===== src/rtl/regfile_multi.sv =====
// Multi-port register file with write bypass and a per-register busy
// scoreboard for read-after-write hazard detection.
module regfile_multi #(
  parameter  int XLEN     = 32,
  parameter  int NREGS    = 32,
  parameter  int NRD      = 2,
  parameter  int ZERO_REG = 1,
  parameter  int BYPASS   = 1,
  localparam int AW       = $clog2(NREGS)
) (
  input  logic              clk,
  input  logic              rst_n,
  input  logic              we,
  input  logic [AW-1:0]     waddr,
  input  logic [XLEN-1:0]   wdata,
  input  logic [NRD*AW-1:0] raddr,
  output logic [NRD*XLEN-1:0] rdata,
  input  logic              busy_set,
  input  logic [AW-1:0]     busy_addr,
  output logic [NRD-1:0]    rd_busy,
  output logic              any_busy
);

  logic [XLEN-1:0] regs [NREGS];
  logic [NREGS-1:0] busy;
  logic [NREGS-1:0] busy_nxt;
  logic             wr_ok;

  assign wr_ok = we && !(ZERO_REG != 0 && waddr == '0);

  always_ff @(posedge clk or negedge rst_n) begin
    if (!rst_n) begin
      for (int r = 0; r < NREGS; r++)
        regs[r] <= '0;
    end else if (wr_ok) begin
      regs[waddr] <= wdata;
    end
  end

  // A new producer supersedes the one completing on the same edge.
  always_comb begin
    busy_nxt = busy;
    for (int r = 0; r < NREGS; r++) begin
      if (busy_set && busy_addr == AW'(r))
        busy_nxt[r] = 1'b1;
      else if (we && waddr == AW'(r))
        busy_nxt[r] = 1'b0;
    end
    if (ZERO_REG != 0)
      busy_nxt[0] = 1'b0;
  end

  always_ff @(posedge clk or negedge rst_n) begin
    if (!rst_n)
      busy <= '0;
    else
      busy <= busy_nxt;
  end

  assign any_busy = |busy;

  for (genvar i = 0; i < NRD; i++) begin : g_rd
    logic [AW-1:0] ra;
    logic          zero;
    logic          byp;

    assign ra   = raddr[i*AW +: AW];
    assign zero = (ZERO_REG != 0) && (ra == '0);
    assign byp  = (BYPASS != 0) && we && (waddr == ra);

    // Outputs are held at zero while reset is asserted, bypass included.
    assign rdata[i*XLEN +: XLEN] =
      (!rst_n || zero) ? '0    :
      byp              ? wdata :
                         regs[ra];

    assign rd_busy[i] = rst_n && !zero && !byp && busy[ra];
  end

endmodule


===== config.mk =====
export PLATFORM = sky130hd
export DESIGN_NAME = regfile_multi
export DESIGN_NICKNAME = d
export VERILOG_FILES = /design/src/rtl/regfile_multi.sv
export SDC_FILE = /design/constraint.sdc
export NUM_CORES = 2
export LEC_CHECK = 0
export ABC_CLOCK_PERIOD_IN_PS = 4950
export BUFFER_PORTS_ARGS = -buffer_cell sky130_fd_sc_hd__buf_2
export CAP_MARGIN = 10
export CORE_ASPECT_RATIO = 0.7
export CORE_MARGIN = 2
export CORE_UTILIZATION = 45
export DETAILED_ROUTE_END_ITERATION = 8
export PLACE_DENSITY_LB_ADDON = 0.1
export SLEW_MARGIN = 20
export SYNTH_ARGS = -nofsm -noshare
export SYNTH_HDL_FRONTEND = slang
export SYNTH_SLANG_ARGS = --single-unit

===== constraint.sdc =====
create_clock -name clk -period 4.95 [get_ports clk]
set_input_delay 0.2475 -clock clk [delete_from_list [all_inputs] [get_ports clk]]
set_output_delay 0.2475 -clock clk [all_outputs]
set_load 0.03 [all_outputs]

==> results_dict.tcl <==
set metrics [dict create \
    clock_insertion_delay_worst_skew_ns 0.71 \
    postSynthNetCount 4015 \
    slowest_delay_ns 0.80 \
    cts_hold_buffers 11 \
    cts_tree "built" \
    synth_warnings 0 \
    hold_path_class "input pin to asynchronous set/reset pin" \
    grt_pass1_vias 37388 \
    syn_avg_cell_area_um2 14.3 \
    synth_area_leader_cell "dfrtp_1" \
    detailedPlace.worstSlack_ns 1.51 \
    post-route-drc-count 0 \
    period_needed_ns 3.69 \
    portBuffers 122 \
    timing.final.crit_share_pct 74.5 \
    ys_seq_elements 1055 \
    timing_worst_setup_path_type "input pin to primary output" \
    powerDensity_mw_per_mm2 409 \
    r2r_start "busy[3]" \
    finClkSkew_ns 0 \
    post-cts-setup-buffer-count 0 \
    flow.area_growth_from_synthesis_pct 10.6 \
    reg2reg_to "busy[3]" \
    setup_violations 0 \
    first_pass_iters 6 \
    critical-path-top-delay-family "buffers and inverters" \
    detail_route.vias_per_cell 6.79 \
    worst_setup_path_end_kind "primary output" \
    finalHoldViolations 0 \
    outcome "finished clean" \
    number_of_enable_type_register_cells_in_the_synthesized_netlist 0 \
    layout.nets 3922 \
    syn-cell-area_mm2 0.0568 \
    synth_top_cells_by_area "dfrtp_1, mux2_2, mux4_2" \
    timing.critical_path.from_type "input pin" \
    clock-root-buffer "clkbuf_16" \
    overflow 0 \
    number_of_buffers_added_by_the_clock_tree_synthesis_step 110 \
    post_synth_arst_share_pct 100 \
    start_util_pct 45.6 \
    reg2reg_setup_slack_ns 3.63 \
    grt_antenna_before_repair 12 \
    postRouteWirelength_um 202000 \
    max_freq_ghz 0.271 \
    timing_max_transition_violations_final 0 \
    cap_violations 0 \
    path_buf_inv 4 \
    maxSlewHeadroom_pct 21.0 \
    first_iter_violations 4316 \
    io_pins 123 \
    synthesis.instances 3959 \
    final_util_pct 50.4 \
    clk_pin_slew_worst_paths_ns 0.06 \
    synth_sequential_area_ratio_pct 46.5 \
    die-area_mm2 0.129 \
    grt_max_degree 171 \
    design.core.area_mm2 0.125 \
    synth_top_area_share_pct 46.5 \
    cts_sinks 1055 \
    crit_required_ns 4.70 \
    post-dp-hpwl_um 120000 \
    post-synth-top-count-cell "dfrtp_1" \
    setup_slack_ns 1.26 \
    p_leak_uw 0.0272 \
    vdd_ir_drop_max_mv 0.260 \
    share_of_cells_above_drive_strength_1_pct 46.8 \
    cpMaxStageDelayCell "nor2_4" \
    finish.instance_area_mm2 0.0628 \
    detailed_place.area_mm2 0.0588 \
    chipWidth_um 429 \
    finalSetupTns_ns 0 \
    globalplace.congestion 0.837 \
    fillCellCount 10741 \
    grtUsageTotal_pct 31.3 \
    synthFlopType "dfrtp_1" \
    mean_routed_wirelength_per_cell_um 36.1 \
    grt_first_pass_wirelength_um 291000 \
    postRouteAntennaNets 0 \
    cts-resized-gates 0 \
    timing.critical_path.cells "dlygate4sd3_1 > buf_8 > nand2_1 > nor2_4 > buf_4 > a32o_1 > buf_2" \
    crit_arrival_ns 3.44 \
    worst_max_slew_pin_slew_ns 1.19 \
    die_height_um 301 \
    reg2reg_depth 3 \
    placementRows 108 \
    htree_num_levels 3 \
    ys_top_cells_by_count "dfrtp_1, mux2_2, mux4_2, mux2i_1, clkbuf_1" \
    vias 38117 \
    worstPathMaxFanout 68 \
    number_of_distinct_library_cells_after_synthesis 58 \
    clock_path_buffers 3 \
    unrepaired_setup_endpoints_after_global_routing "no" \
]
[state kept, by name (all words and copies together) (netlist names)]
signal,count
regs,1024
busy,31
[per-layer routing]
layer | GRT usage (%) | part of all wire, % | vias up
met5 | 0 | 0.0089 | -
met4 | 7.95 | 2.7 | 4
met3 | 7.33 | 8.9 | 297
met2 | 44.7 | 43 | 1705
met1 | 48.0 | 45 | 20882
li1 | - | - | 15229
[how the worst max path moves through the flow]
stage | from | end | slack [ns] | depth (start not counted)
3_3_place_gp | raddr[5] | rd_busy[1] | 1.52 | 8
4_1_cts | rst_n | rdata[32] | 1.28 | 7
3_5_place_dp | waddr[1] | regs[56] | 1.51 | 6
6_report | rst_n | rdata[32] | 1.26 | 7
5_1_grt | rst_n | rdata[32] | 1.16 | 7
2_1_floorplan | raddr[2] | rdata[29] | 2.44 | 8
[final cells by class]
type | count | area [um^2] | area share (%)
clock buffer | 164 | 3290 | 5.24
multi-input combinational | 2426 | 28400 | 45.3
sequential | 1055 | 26400 | 42.1
antenna | 7 | 17.5 | 0.0279
tap | 1650 | 2060 | 3.29
clock inverter | 36 | 470 | 0.750
timing repair buffer | 253 | 2040 | 3.25
inverter | 20 | 75.1 | 0.120
[report_power, final]
part	total [uW]	leakage [uW]	internal (uW)	switching (uW)
Sequential	11600	0.0135	10300	1280
Clock	8830	0.00185	5140	3690
Combinational	5320	0.0119	2910	2410
Total	25700	0.0272	18300	7380
[stage by stage]
step	hold slack (ns)	std cells	power [uW]
finish	0.137	5611	25700
global route	0.148	5608	26700
CTS	0.125	5603	25700
detailed placement	0.297	5392	16900
global placement	0.300	5392	16800
floorplan	-0.0481	3959	15100
[layout by cell type, fill, tap and decap left out, types with 30 or more instances in the layout]
cell type,n
dfrtp_1,1055
nor2_1,36
a32o_1,33
a221oi_1,60
a221o_1,30
a22oi_1,121
nand3_1,62
clkbuf_16,113
o221ai_1,37
mux2_2,982
buf_4,95
buf_2,112
o22ai_1,43
a21oi_1,63
mux2i_1,287
o21bai_1,30
nand2_1,58
mux4_2,398
[worst reg2reg max path: cells and delay by family (launching register included)]
kind,cells,cell delay [ns]
AND/OR/NAND/NOR,1,0.08
flip-flops,1,0.43
buffers and inverters,1,0.58
AO/OA/AOI/OAI,1,0.10
[cells by family (layout without fill, tap and decap cells)]
| family | after synthesis | count (layout) | synth area share, % |
|---|---|---|---|
| and+or+nand+nor | 241 | 241 | 2.07 |
| xor gates and xnor gates | 10 | 10 | 0.154 |
| AOI/OAI and AO/OA | 490 | 490 | 6.51 |
| muxes | 1685 | 1685 | 40.7 |
| other | 0 | 7 | 0 |
| buffers and inverters | 478 | 473 | 4.03 |
| DFF | 1055 | 1055 | 46.5 |
(Power assumes the default switching activity.)
